[config.mk]
export PLATFORM = sky130hd
export DESIGN_NAME = demux1to4_capture_flat
export DESIGN_NICKNAME = d
export VERILOG_FILES = /design/src/rtl/demux1to4_capture_pkg.sv /design/src/rtl/demux1to4_capture_if.sv /design/src/rtl/demux1to4_capture_lane_reg.sv /design/src/rtl/demux1to4_capture.sv /design/src/flat_wrapper.sv
export SDC_FILE = /design/constraint.sdc
export NUM_CORES = 1
export LEC_CHECK = 0
export ABC_AREA = 1
export BUFFER_PORTS_ARGS = -buffer_cell sky130_fd_sc_hd__buf_2
export CAP_MARGIN = 20
export CORE_MARGIN = 2
export CORE_UTILIZATION = 53
export CTS_BUF_LIST = sky130_fd_sc_hd__clkbuf_8
export CTS_CLUSTER_DIAMETER = 120
export DETAILED_ROUTE_END_ITERATION = 6
export PLACE_DENSITY = 0.84
export SYNTH_ARGS = -nofsm -noshare
export SYNTH_HDL_FRONTEND = slang
export SYNTH_SLANG_ARGS = --single-unit
[constraint.sdc]
create_clock -name clk -period 1.6 [get_ports clk]
set_input_delay 0.24 -clock clk [delete_from_list [all_inputs] [get_ports clk]]
set_output_delay 0.24 -clock clk [all_outputs]
set_load 0.05 [all_outputs]
[src/rtl/demux1to4_capture_pkg.sv]
// Shared definitions for the 4-lane mux/demux pair.
// Lane count, select width, capture FSM states and the one-hot select decoder.
package mux_pkg;
  localparam int unsigned LANES = 4;
  localparam int unsigned SEL_W = 2;

  typedef enum logic {IDLE, COLLECT} state_t;

  function automatic logic [LANES-1:0] onehot4(input logic [SEL_W-1:0] sel);
    logic [LANES-1:0] r;
    r      = '0;
    r[sel] = 1'b1;
    return r;
  endfunction
endpackage

[src/rtl/demux1to4_capture_if.sv]
// Lane-sample bus into the capture block and its parallel-word outputs.
// The master side sources the lane samples; the slave side is the capture block.
interface demux1to4_capture_if #(parameter int unsigned WIDTH = 1);
  import mux_pkg::*;

  logic [WIDTH-1:0]       In;
  logic [SEL_W-1:0]       sel;
  logic                   in_valid;
  logic [LANES*WIDTH-1:0] Out;
  logic [LANES*WIDTH-1:0] word;
  logic                   out_valid;
  logic                   err;

  modport master (output In, sel, in_valid, input Out, word, out_valid, err);
  modport slave  (input In, sel, in_valid, output Out, word, out_valid, err);
endinterface

[src/rtl/demux1to4_capture_lane_reg.sv]
// One lane of the demux: WIDTH-bit register with async reset and load enable.
module lane_reg #(
  parameter int unsigned WIDTH = 1
) (
  input  logic             clk,
  input  logic             rst,
  input  logic             load,
  input  logic [WIDTH-1:0] d,
  output logic [WIDTH-1:0] q
);
  always_ff @(posedge clk or posedge rst) begin
    if (rst)       q <= '0;
    else if (load) q <= d;
  end
endmodule

[src/rtl/demux1to4_capture.sv]
// 1:4 lane demux with parallel-word reassembly, completion strobe and
// (in ordered mode) a sequence-violation strobe.
module demux1to4_capture
  import mux_pkg::*;
#(
  parameter int unsigned WIDTH   = 1,
  parameter bit          ORDERED = 1'b1
) (
  input  logic                clk,
  input  logic                rst,
  demux1to4_capture_if.slave  bus
);
  logic [LANES-1:0]       lane_ld;
  logic [LANES*WIDTH-1:0] lanes;
  logic [LANES*WIDTH-1:0] merged;
  logic [LANES-1:0]       mask_next;
  logic [SEL_W-1:0]       exp_idx;
  logic [SEL_W-1:0]       want;
  logic [LANES-1:0]       lane_mask;
  state_t                 state;

  assign lane_ld = bus.in_valid ? onehot4(bus.sel) : '0;

  for (genvar i = 0; i < LANES; i++) begin : g_lane
    lane_reg #(.WIDTH(WIDTH)) u_lane (
      .clk  (clk),
      .rst  (rst),
      .load (lane_ld[i]),
      .d    (bus.In),
      .q    (lanes[i*WIDTH +: WIDTH])
    );
  end

  assign bus.Out = lanes;

  // The completing sample is still on In, so splice it into the stored lanes
  // to produce the word on the same edge rather than a cycle later.
  always_comb begin
    merged                          = lanes;
    merged[bus.sel*WIDTH +: WIDTH]  = bus.In;
  end

  assign mask_next = lane_mask | onehot4(bus.sel);
  assign want      = (state == IDLE) ? '0 : exp_idx;

  always_ff @(posedge clk or posedge rst) begin
    if (rst) begin
      state         <= IDLE;
      exp_idx       <= '0;
      lane_mask     <= '0;
      bus.word      <= '0;
      bus.out_valid <= 1'b0;
      bus.err       <= 1'b0;
    end else begin
      bus.out_valid <= 1'b0;
      bus.err       <= 1'b0;
      if (bus.in_valid) begin
        if (ORDERED) begin
          if (bus.sel == want) begin
            if (want == SEL_W'(LANES-1)) begin
              bus.word      <= merged;
              bus.out_valid <= 1'b1;
              exp_idx       <= '0;
              state         <= IDLE;
            end else begin
              exp_idx <= want + SEL_W'(1);
              state   <= COLLECT;
            end
          end else begin
            bus.err <= 1'b1;
            if (bus.sel == '0) begin
              exp_idx <= SEL_W'(1);
              state   <= COLLECT;
            end else begin
              exp_idx <= '0;
              state   <= IDLE;
            end
          end
        end else begin
          if (mask_next == '1) begin
            bus.word      <= merged;
            bus.out_valid <= 1'b1;
            lane_mask     <= '0;
          end else begin
            lane_mask <= mask_next;
          end
        end
      end
    end
  end
endmodule
[src/flat_wrapper.sv]
// flat-port wrapper written by rule: the top's interface ports become plain ports
module demux1to4_capture_flat import mux_pkg::*;
#(
  parameter int unsigned WIDTH   = 1,
  parameter bit          ORDERED = 1'b1
)
  (clk, rst, bus_In, bus_sel, bus_in_valid, bus_Out, bus_word, bus_out_valid, bus_err);
  demux1to4_capture_if #(.WIDTH(WIDTH)) bus_i ();
  input  logic clk;
  input  logic rst;
  input wire logic [$bits(bus_i.In)-1:0] bus_In;
  input wire logic [$bits(bus_i.sel)-1:0] bus_sel;
  input wire logic [$bits(bus_i.in_valid)-1:0] bus_in_valid;
  output wire logic [$bits(bus_i.Out)-1:0] bus_Out;
  output wire logic [$bits(bus_i.word)-1:0] bus_word;
  output wire logic [$bits(bus_i.out_valid)-1:0] bus_out_valid;
  output wire logic [$bits(bus_i.err)-1:0] bus_err;
  assign bus_i.In = bus_In;
  assign bus_i.sel = bus_sel;
  assign bus_i.in_valid = bus_in_valid;
  assign bus_Out = bus_i.Out;
  assign bus_word = bus_i.word;
  assign bus_out_valid = bus_i.out_valid;
  assign bus_err = bus_i.err;
  demux1to4_capture #(.WIDTH(WIDTH), .ORDERED(ORDERED)) u_core (.clk(clk), .rst(rst), .bus(bus_i));
endmodule
==> metrics.md <==
| Metric | Value |
|---|---|
| Post-DP Area | 836 sq um |
| Internal Power | 0.000582 W |
| Syn Inst Count | 99 |
| Vias | 670 |
| Final Power | 0.000889 W |
| Post-Syn Area | 777 sq um |
| CTS root buffer | clkbuf_8 |
| Final Net Count | 126 |
| Syn avg cell area | 7.85 sq um |
| Register area share after synthesis | 0.419 |
| R2R Setup Slk | 0.28 ns |
| First-pass detailed-route iteration total | 4 |
| Vias/cell | 5.23 |
| Pre-CTS setup slack | 0.215 ns |
| P_leak | 0.532 nW |
| Combinational group share of total power | 0.237 |
| Row count | 13 |
| Layout area overhead | 13.4% |
| Clk_lat worst skew | 0.25 ns |
| Crit path DAT | 1.46 ns |
| Crit end category | flop |
| Final WS setup | 0.279 ns |
| Met2 Use GR | 0.305 |
| Hold Crit Class | input port to asynchronous set/reset pin |
| Fmax | 0.757 GHz |
| # setup viols final | 0 |
| PortBufs | 15 |
| CP delay by family, top | flip-flops |
| RSZ-0062 raised after global routing | no |
| Worst path cell trace | nand2_1 > inv_1 > ha_1 > nand2_1 > inv_1 > nand3_4 > inv_4 > nand2_1 > nand2_1 |
| Core footprint | 0.00133 sq mm |
| Slowest Stage Delay on Critical Path | 0.44 ns |
| Max-cap viol count | 0 |
| Clock Tree Buf Depth | 2 |
| Number of fill cells | 108 |
| Total negative slack | 0 ns |
| Final Instance Area | 881 sq um |
| Crit share post-route | 0.826 |
| CTS tree | done |
| Iteration-0 DRC Markers | 13 |
| CP max stage cell | dfrtp_1 |
| FF-to-FF path depth | 9 |
| Post-layout minimum cycle time | 1.32 ns |
| Max Transition Viols Final | 0 |
| Initial Util | 0.583 |
| Reg-to-Reg Start | u_core.state |
| GRT overflow | 0 |
| Share of layout cells above drive strength 1 | 0.204 |
| Mapped Nets | 111 |
| Global Route met1 Usage | 0.270 |
| Hpwl dp | 1110 microns |
| # resized after CTS | 0 |
| Critical Path Fanout Max | 5 |
| Worst path buffer plus inverter count | 3 |
| I/O pins | 16 |
| Largest net degree at the start of global routing | 15 |
| Setup CP Type | flop to flop |
| Switching part of the total | 0.345 |
| Synth warnings | 0 |
| Maximum vdd drop | 0.732 mV |
| Unique masters post-synth | 18 |
| Switch Pwr | 0.000307 W |
| Drc violations | 0 |
| Die W | 42.3 microns |
| FF-to-FF End | u_core.bus.word[1] |
| Cts bufs inserted | 3 |
| Clk slew on worst S/H paths | 0.06 ns |
| CTS H-tree lvls | 1 |
| #FFs+latches synth | 13 |
| Gr usage total | 0.197 |
| Vias in the first global route | 610 |
| First-pass GRT wire length | 2660 microns |
| Hold WS | 0.0142 ns |
| Routed wire length | 1530 microns |
| Setup bufs post-CTS | 0 |
| Sequential share of power | 0.426 |
| Leading cell types in the layout, fill and taps excluded | 29 x nand2_1, 17 x inv_1, 15 x buf_2 |
| Antenna Cells | 0 |
| WL per Instance | 11.9 microns |
| Post-route ant nets | 0 |
| Final hold violation count | 0 |
| Max Clock Skew | 0.00221 ns |
| Max_slew headroom | 0.654 |
| Worst Path Required | 1.74 ns |
| CTS Sinks | 13 |
| Worst Tran Pin Value | 0.519 ns |
| Initial antenna violation count | 0 |
| Run status | complete, no violations |
| Most common cell after layout, fill and taps aside | nand2_1 |
| CP Launch Type | flop |
| Most used routing layer | met2 |
| Crit path top cell by count | nand2_1 |
| Cts hold-fix bufs | 0 |
| Die area | 0.00179 sq mm |
| GPL Wtd Cong | 0.885 |
| Die height | 42.3 microns |
| GRT met3 Usage | 0.0259 |
| Pwr dens | 1010 mW/mm^2 |
| Clock Power Share | 0.337 |
==> flip-flops by register name, indices dropped and copies added (netlist names) <==
register and cells:
u_core.exp_idx 2, u_core.bus.out_valid 1, u_core.bus.word 4, u_core.state 1, u_core.g_lane.u_lane.q 4, u_core.bus.err 1
==> stage by stage <==
stage,cells,utilization
floorplan,99,-
global placement,124,0.627
detailed placement,124,0.627
CTS,128,0.660
global route,128,0.660
finish,128,0.660
==> power by group through the flow <==
stage	logic [W]	clock network, W	registers [W]
2_1_floorplan	0.000176	0	0.000391
3_3_place_gp	0.000205	0	0.000383
6_report	0.000211	0.000300	0.000379
4_1_cts	0.000212	0.000298	0.000378
5_1_grt	0.000230	0.000307	0.000383
3_5_place_dp	0.000210	0	0.000384
==> worst max path at each step <==
stage          depth (start not counted)  slack (ns)         start                  to
6_report                               9        0.28  u_core.state  u_core.bus.word[1]
2_1_floorplan                          9        0.41  u_core.state  u_core.bus.word[1]
3_3_place_gp                           9        0.28    bus_sel[0]  u_core.bus.word[1]
5_1_grt                                9        0.17  u_core.state  u_core.bus.word[1]
3_5_place_dp                           9        0.21    bus_sel[0]  u_core.bus.word[1]
4_1_cts                                9        0.28  u_core.state  u_core.bus.word[1]
==> routing by layer <==
| metal | vias up | routed length (microns) |
|---|---|---|
| met1 | 309 | 719 |
| met5 | - | 0 |
| li1 | 336 | - |
| met4 | 0 | 23 |
| met3 | 3 | 65 |
| met2 | 22 | 716 |
==> Yosys cell counts, drive strengths merged <==
library cell   n  area (sq um)
a21oi          4          20.0
a31oi          4          25.0
buf            5          35.0
clkinv         1          5.00
dfrtp         13           325
ha             6          75.1
inv           17          66.3
nand2         31           121
nand3          8          52.6
nand4          3          18.8
nor2           3          11.3
nor3           2          10.0
o21ai          1          5.00
o22ai          1          6.26
==> area by class of cell <==
cell class                      instances  area, sq um  area share
Clock buffer                            3         41.3      0.0469
Clock inverter                          1         3.75     0.00426
Inverter                               18         71.3      0.0810
Multi-Input combinational cell         63          345       0.392
Sequential cell                        13          325       0.369
Tap cell                               15         18.8      0.0213
Timing Repair Buffer                   15         75.1      0.0852
==> cells by family (layout without fill, tap and decap cells) <==
family	Yosys count	after routing	share of synthesized area
fa+ha+maj	6	6	0.0966
flops	13	13	0.419
buf+inv	23	37	0.137
simple gates	47	47	0.275
compound gates	10	10	0.0725
(Power assumes the default switching activity.)
